[src/rtl/cacheline_adaptor_if.sv]
// Cache-side line port and memory-side burst port of the cacheline adaptor.
// The adaptor uses the slave view; whoever drives the requests uses the master view.
interface cacheline_adaptor_if;
  localparam int unsigned ADDR_W = 32;
  localparam int unsigned LINE_W = 256;
  localparam int unsigned BEAT_W = 64;

  logic [ADDR_W-1:0] address_i;
  logic [LINE_W-1:0] line_i;
  logic [LINE_W-1:0] line_o;
  logic              read_i;
  logic              write_i;
  logic              resp_o;
  logic [ADDR_W-1:0] address_o;
  logic [BEAT_W-1:0] burst_i;
  logic [BEAT_W-1:0] burst_o;
  logic              read_o;
  logic              write_o;
  logic              resp_i;

  modport slave (
    input  address_i, line_i, read_i, write_i, burst_i, resp_i,
    output line_o, resp_o, address_o, burst_o, read_o, write_o
  );

  modport master (
    output address_i, line_i, read_i, write_i, burst_i, resp_i,
    input  line_o, resp_o, address_o, burst_o, read_o, write_o
  );
endinterface

[src/rtl/cacheline_adaptor.sv]
// Converts 256-bit cache line reads/writes into 4-beat 64-bit memory bursts.
// Every output comes straight from a flop; next values are computed from the next state.
module cacheline_adaptor (
  input  logic                clk,
  input  logic                rst,
  cacheline_adaptor_if.slave  bus
);
  localparam int unsigned ADDR_W = 32;
  localparam int unsigned BEAT_W = 64;
  localparam int unsigned BEATS  = 4;
  localparam int unsigned CNT_W  = 2;

  typedef enum logic [1:0] {IDLE, READ, WRITE, DONE} state_t;

  state_t                        state, state_d;
  logic [CNT_W-1:0]              cnt, cnt_d;
  logic [ADDR_W-1:0]             addr_q, addr_d;
  logic [BEATS-1:0][BEAT_W-1:0]  wline_q, wline_d;
  logic [BEATS-1:0][BEAT_W-1:0]  rline_q, rline_d;
  logic [BEAT_W-1:0]             burst_q, burst_d;
  logic                          read_q, read_d;
  logic                          write_q, write_d;
  logic                          resp_q, resp_d;

  // State and registered outputs
  always_ff @(posedge clk or posedge rst) begin
    if (rst) begin
      state   <= IDLE;
      cnt     <= '0;
      addr_q  <= '0;
      wline_q <= '0;
      rline_q <= '0;
      burst_q <= '0;
      read_q  <= 1'b0;
      write_q <= 1'b0;
      resp_q  <= 1'b0;
    end else begin
      state   <= state_d;
      cnt     <= cnt_d;
      addr_q  <= addr_d;
      wline_q <= wline_d;
      rline_q <= rline_d;
      burst_q <= burst_d;
      read_q  <= read_d;
      write_q <= write_d;
      resp_q  <= resp_d;
    end
  end

  // Next state, beat sequencing and next output values
  always_comb begin
    state_d = state;
    cnt_d   = cnt;
    addr_d  = addr_q;
    wline_d = wline_q;
    rline_d = rline_q;

    unique case (state)
      IDLE: begin
        // A simultaneous read and write request is served as a read
        if (bus.read_i) begin
          addr_d  = bus.address_i & ~ADDR_W'(32'h1F);
          cnt_d   = '0;
          state_d = READ;
        end else if (bus.write_i) begin
          addr_d  = bus.address_i & ~ADDR_W'(32'h1F);
          wline_d = bus.line_i;
          cnt_d   = '0;
          state_d = WRITE;
        end
      end
      READ: begin
        if (bus.resp_i) begin
          rline_d[cnt] = bus.burst_i;
          cnt_d        = cnt + CNT_W'(1);
          if (cnt == CNT_W'(BEATS - 1)) state_d = DONE;
        end
      end
      WRITE: begin
        if (bus.resp_i) begin
          cnt_d = cnt + CNT_W'(1);
          if (cnt == CNT_W'(BEATS - 1)) state_d = DONE;
        end
      end
      DONE: state_d = IDLE;
      default: state_d = IDLE;
    endcase

    read_d  = (state_d == READ);
    write_d = (state_d == WRITE);
    resp_d  = (state_d == DONE);
    burst_d = wline_d[cnt_d];
  end

  assign bus.address_o = addr_q;
  assign bus.line_o    = rline_q;
  assign bus.burst_o   = burst_q;
  assign bus.read_o    = read_q;
  assign bus.write_o   = write_q;
  assign bus.resp_o    = resp_q;
endmodule

[src/flat_wrapper.sv]
// flat-port wrapper written by rule: the top's interface ports become plain ports
module cacheline_adaptor_flat 
  (clk, rst, bus_address_i, bus_line_i, bus_read_i, bus_write_i, bus_burst_i, bus_resp_i, bus_line_o, bus_resp_o, bus_address_o, bus_burst_o, bus_read_o, bus_write_o);
  cacheline_adaptor_if bus_i ();
  input  logic clk;
  input  logic rst;
  input wire logic [$bits(bus_i.address_i)-1:0] bus_address_i;
  input wire logic [$bits(bus_i.line_i)-1:0] bus_line_i;
  input wire logic [$bits(bus_i.read_i)-1:0] bus_read_i;
  input wire logic [$bits(bus_i.write_i)-1:0] bus_write_i;
  input wire logic [$bits(bus_i.burst_i)-1:0] bus_burst_i;
  input wire logic [$bits(bus_i.resp_i)-1:0] bus_resp_i;
  output wire logic [$bits(bus_i.line_o)-1:0] bus_line_o;
  output wire logic [$bits(bus_i.resp_o)-1:0] bus_resp_o;
  output wire logic [$bits(bus_i.address_o)-1:0] bus_address_o;
  output wire logic [$bits(bus_i.burst_o)-1:0] bus_burst_o;
  output wire logic [$bits(bus_i.read_o)-1:0] bus_read_o;
  output wire logic [$bits(bus_i.write_o)-1:0] bus_write_o;
  assign bus_i.address_i = bus_address_i;
  assign bus_i.line_i = bus_line_i;
  assign bus_i.read_i = bus_read_i;
  assign bus_i.write_i = bus_write_i;
  assign bus_i.burst_i = bus_burst_i;
  assign bus_i.resp_i = bus_resp_i;
  assign bus_line_o = bus_i.line_o;
  assign bus_resp_o = bus_i.resp_o;
  assign bus_address_o = bus_i.address_o;
  assign bus_burst_o = bus_i.burst_o;
  assign bus_read_o = bus_i.read_o;
  assign bus_write_o = bus_i.write_o;
  cacheline_adaptor u_core (.clk(clk), .rst(rst), .bus(bus_i));
endmodule
[config.mk]
export PLATFORM = sky130hd
export DESIGN_NAME = cacheline_adaptor_flat
export DESIGN_NICKNAME = d
export VERILOG_FILES = /design/src/rtl/cacheline_adaptor_if.sv /design/src/rtl/cacheline_adaptor.sv /design/src/flat_wrapper.sv
export SDC_FILE = /design/constraint.sdc
export NUM_CORES = 1
export LEC_CHECK = 0
export BUFFER_PORTS_ARGS = -buffer_cell sky130_fd_sc_hd__buf_2
export CAP_MARGIN = 20
export CORE_AREA = 3 3 274 276
export CTS_BUF_LIST = sky130_fd_sc_hd__clkbuf_4
export DETAILED_ROUTE_END_ITERATION = 8
export DIE_AREA = 0 0 277 279
export HOLD_SLACK_MARGIN = 0.03
export PLACE_DENSITY_LB_ADDON = 0.1
export SYNTH_ARGS = -nofsm -noshare
export SYNTH_HDL_FRONTEND = slang
export SYNTH_SLANG_ARGS = --single-unit
[constraint.sdc]
create_clock -name clk -period 43.8 [get_ports clk]
set_input_delay 8.76 -clock clk [delete_from_list [all_inputs] [get_ports clk]]
set_output_delay 8.76 -clock clk [all_outputs]
set_load 0.01 [all_outputs]
**Yosys cells after proc, flatten, opt, wreduce, memory -nomap -nowiden**

Index checks and enable logic that the tools add are counted.

- $add $sub $neg: 1
- Multiply operators: 0
- Divide/modulo/power cells: 0
- Order comparisons: 3
- Equality and inequality tests: 7
- Shift-type cells: 0
- Mux-type cells: 19
- Bitwise gates (word level): 0
- Reduce and logical (&&, ||, !) cells: 6

Operator list:

| operator | count |
|---|---|
| $mux 256 | 3 |
| $bwmux 256 | 1 |
| $bmux 64 s2 | 1 |
| $demux 64 s2 | 1 |
| $mux 64 | 2 |
| $mux 32 | 2 |
| $mux 2 | 7 |
| $eq 2x2->1 const B | 5 |
| $lt 2x3->1 const B | 2 |
| $pmux 2 s3 | 1 |
| $eq 2x1->1 const B | 2 |
| $pmux 2 s2 | 1 |
| $reduce_and 2->1 | 2 |
| $add 2x1->2 const B | 1 |
| $ge 2x1->1 const B | 1 |
| $logic_not 2->1 | 1 |
| $reduce_bool 2->1 | 1 |
| $reduce_or 2->1 | 1 |
| $logic_and 1x1->1 | 1 |

- Flip-flop bits (word level): 615
- Latch bits: 0
- Memory bits (writable): 0
- ROM bits: 0
- Output and inout port bits: 355
- Memories: 0

**Depth between registers and ports, before layout**

- Depth in word-level cells: 5
- Gate-level depth with buffers: 10
- Depth with buffers taken out: 7

**Worst setup path before layout**

OpenSTA, ideal clock, no wires.

- Path kind: input to register
- From: input port bus_resp_i
- To: register u_core.burst_q[44] (netlist: u_core.bus.burst_o[44])
- Setup time: 0.131 ns
- Data arrival time: 9.898 ns
- Required time: 43.669 ns
- Slack: 33.771 ns
- Cell stages on the path: 8
- Path buffers: 4
- Cell sequence: buf_2 o21ai_0 a22o_1 buf_2 buf_4 buf_6 mux2i_1 mux2i_1

- Word-level cells in the longest chain between the ends: 4

Ends and longest elaborated chain:

| element | RTL line | RTL |
|---|---|---|
| start, declared | flat_wrapper.sv:12 | `input wire logic [$bits(bus_i.resp_i)-1:0] bus_resp_i;` |
| $mux 2 | cacheline_adaptor.sv:73, cacheline_adaptor.sv:80 |  |
| $pmux 2 s2 | cacheline_adaptor.sv:58 | `unique case (state)` |
| $bmux 64 s2 | cacheline_adaptor.sv:92 | `burst_d = wline_d[cnt_d];` |
| $mux 64 (not written as such) | cacheline_adaptor.sv:92 |  |
| net u_core.burst_d[44] | cacheline_adaptor.sv:20 | `logic [BEAT_W-1:0] burst_q, burst_d;` |
| end signal, assigned | cacheline_adaptor.sv:43 | `burst_q <= burst_d;` |
| end, declared | cacheline_adaptor.sv:20 |  |

The timed path passes the listed nets, and every way through them passes these cells. The select of a mux whose other input is x is not followed.
A chain may end at the register's enable or synchronous reset.

==> flow_summary.toml <==
[status]
outcome = "finished, final reports clean"

[worst_setup_path]
critPathKind = "primary input to asynchronous set/reset pin"
cp-end-kind = "asynchronous set/reset pin"
slowest_stage = "buf_4"
reg2reg_depth = 8
cp_common_cell = "buf_4"
r2r_end = "u_core.bus.burst_o[38]"
cp_max_fo = 121
crit_chain = "buf_2 -> inv_8 -> buf_4 -> buf_4 -> buf_4 -> buf_4 -> buf_12"
start_kind = "primary input"
critPathArrivalTime_ns = 12.96
cpPeakStageDelay_ns = 0.84
critPathBufInv = 7
reg2reg_from = "u_core.state[1]"
reg2reg_slack_ns = 39.79
path_delay_family = "buffers and inverters"
required_ns = 44.86

[clock_network]
htreeDepth = 4
cts_sinks = 610
clk_pin_slew_ns = 0.06
cts_made_buffers = 170
clk-insertion-delay-late_ns = 0.95
cts-resized-gates = 0
ctsHoldBuffers = 0
post_cts_buffers = 0
cts-root-buf = "clkbuf_4"
cts_tree = "done"
cts_buffer_depth = 3

[layout]
layout_common_cells = "701 x buf_2, 610 x dfrtp_1, 539 x mux2_2"
final_common_cell = "buf_2"
stdcell_count = 3384
nNetsFinal = 2645
final_layout_size_suffix_gt1_frac = 0.642
areaGrowthSynthToFinish_pct = 27.9

[hold_path]
hold_class = "flop to flop"
min-delay-start = "u_core.wline_q[144]"
min_path_cells = 1
min_to = "u_core.wline_q[144]"

[sta]
setup_violations = 0
hold_viol_final = 0
fmax_ghz = 0.0841
relSlewSlack = 0.276
slew_viol_final = 0
finalClockSkew_ns = 0.0738
finalCriticalPeriod_ns = 11.89
rsz0062_at_grt = "no"
setup_tns_ns = 0
worstMarginPinSlew_ns = 1.09
fin_crit_sh = 0.272

[die]
pin_count = 712
core_area_um2 = 72800
initial_core_util = 0.330
die_area_um2 = 77300
die_y_um = 279
chipWidth_um = 277
rows = 99

[place]
dp_hpwl_um = 50700
placed_cells = 3066
gp_congestion = 0.824
io_buffers = 701

[synth]
synthAdderAreaFrac = 0.00364
ys_seq_elements = 610
syn_inst = 1466
synth_compound_area_frac = 0.00297
synth_simple_gate_area_frac = 0.00318
ys_seq_area_frac = 0.635
synthXorXnorAreaFrac = 0
synth_area_um2 = 24000
yosysTopAreaCell = "dfrtp_1"
ys_types = 20
synth_top_family_by_area = "multiplexers"
muxShareOfSynthArea = 0.333
avgSynthCellArea_um2 = 16.4
ys_warn_count = 0
synth_top_area_frac = 0.635
synth_top_cells_by_area = "dfrtp_1 64%, mux2_2 25%, mux2i_1 8.0%"

[detailed_routing]
met1_length_um = 27200
routed-via-count = 15478
routed.top_layer = "met5"
routed_wl_um = 71000
dr_wl_met2_um = 35200
antenna_left = 0
drtIter0Drc = 442
dr.pass1.iters = 4
route.met3.wl_um = 6630
wl_per_cell_um = 21.0
via_per_inst = 4.57
drc_errors = 0

[power]
power_density_nw_per_um2 = 74.0
pwr-share-seq = 0.404
power.share.switching = 0.331
p_clk_frac = 0.228
ir_drop_uv = 33.5
power.switching_w = 0.000754
p_leak_nw = 15.1
p_int_w = 0.00152
pwr-share-comb = 0.368

[grt]
antenna_found_initial = 47
grt_usage = 0.180
grt-ovfl-total = 0
grt_pass1_wl_um = 105000
grt_max_degree = 122
grt_pass1_vias = 16791

[job]
maxCapViolCount = 0
## cell usage after synthesis (all sizes together)
cell / instances
dfrtp: 610
mux2: 539
mux2i: 192
buf: 83
ha: 7
inv: 7
nor2: 7
nand2: 4
nand3: 4
o21ai: 4
a22o: 2
nand3b: 2
a21bo: 1
a21o: 1
conb: 1
o21a: 1
o221ai: 1
## final cells by class
class                      instances  area, um2
antenna                           23       57.6
timing repair buffer             722       3700
inverter                           7       33.8
multi-input combinational        770       8320
clock buffer                     260       1950
tap                              959       1200
sequential                       610      15300
clock inverter                    33        220
fill                            6938      42100
## kinds of logic after synthesis
logic type / after synthesis
mux: 731
flops: 610
buf+inv: 90
simple gates: 17
compound gates: 10
fa+ha+maj: 7
other cells: 1
## power by group through the flow
stage / clock, W / sequential [W] / combinational (W)
2_1_floorplan: 0 / 0.000990 / 0.000477
3_3_place_gp: 0 / 0.000920 / 0.000840
3_5_place_dp: 0 / 0.000930 / 0.000853
4_1_cts: 0.000546 / 0.000922 / 0.000855
5_1_grt: 0.000579 / 0.000948 / 0.000907
6_report: 0.000519 / 0.000920 / 0.000836
## metal layers
| metal | global-route usage | up-vias |
|---|---|---|
| met1 | 0.197 | 7746 |
| met2 | 0.301 | 553 |
| met3 | 0.0878 | 158 |
| li1 | - | 6977 |
| met4 | 0.0711 | 44 |
| met5 | 0 | - |
## worst max path at each step
| stage | cells past startpoint | from | to | slack [ns] |
|---|---|---|---|---|
| detailed placement | 6 | rst | u_core.wline_q[200] | 30.46 |
| global placement | 6 | rst | u_core.bus.address_o[11] | 30.61 |
| finish | 7 | rst | asynchronous set/reset pin | 31.91 |
| CTS | 6 | rst | asynchronous set/reset pin | 31.57 |
| global route | 7 | rst | asynchronous set/reset pin | 31.38 |
| floorplan | 1 | rst | asynchronous set/reset pin | 17.96 |
## flip-flops by register name, indices dropped and copies added (netlist names), named ones only
signal / count
u_core.bus.address_o: 27
u_core.bus.burst_o: 64
u_core.bus.line_o: 256
u_core.bus.read_o: 1
u_core.bus.resp_o: 1
u_core.bus.write_o: 1
u_core.cnt: 1
u_core.state: 2
u_core.wline_q: 256
## metrics by stage
stage                     worst slack [ns]  hold slack [ns]  total power [W]  area, um2   util
final                                31.91            0.491          0.00228      30700  0.422
after CTS                            31.57            0.495          0.00232      30600  0.421
after detailed placement             30.46            0.482          0.00178      28500  0.391
after global placement               30.61            0.477          0.00176      28500  0.391
after global routing                 31.38            0.502          0.00243      30700  0.422
after floorplan                      17.96            0.470          0.00147      24000      -
No activity file was read; power rests on OpenSTA's default activity.
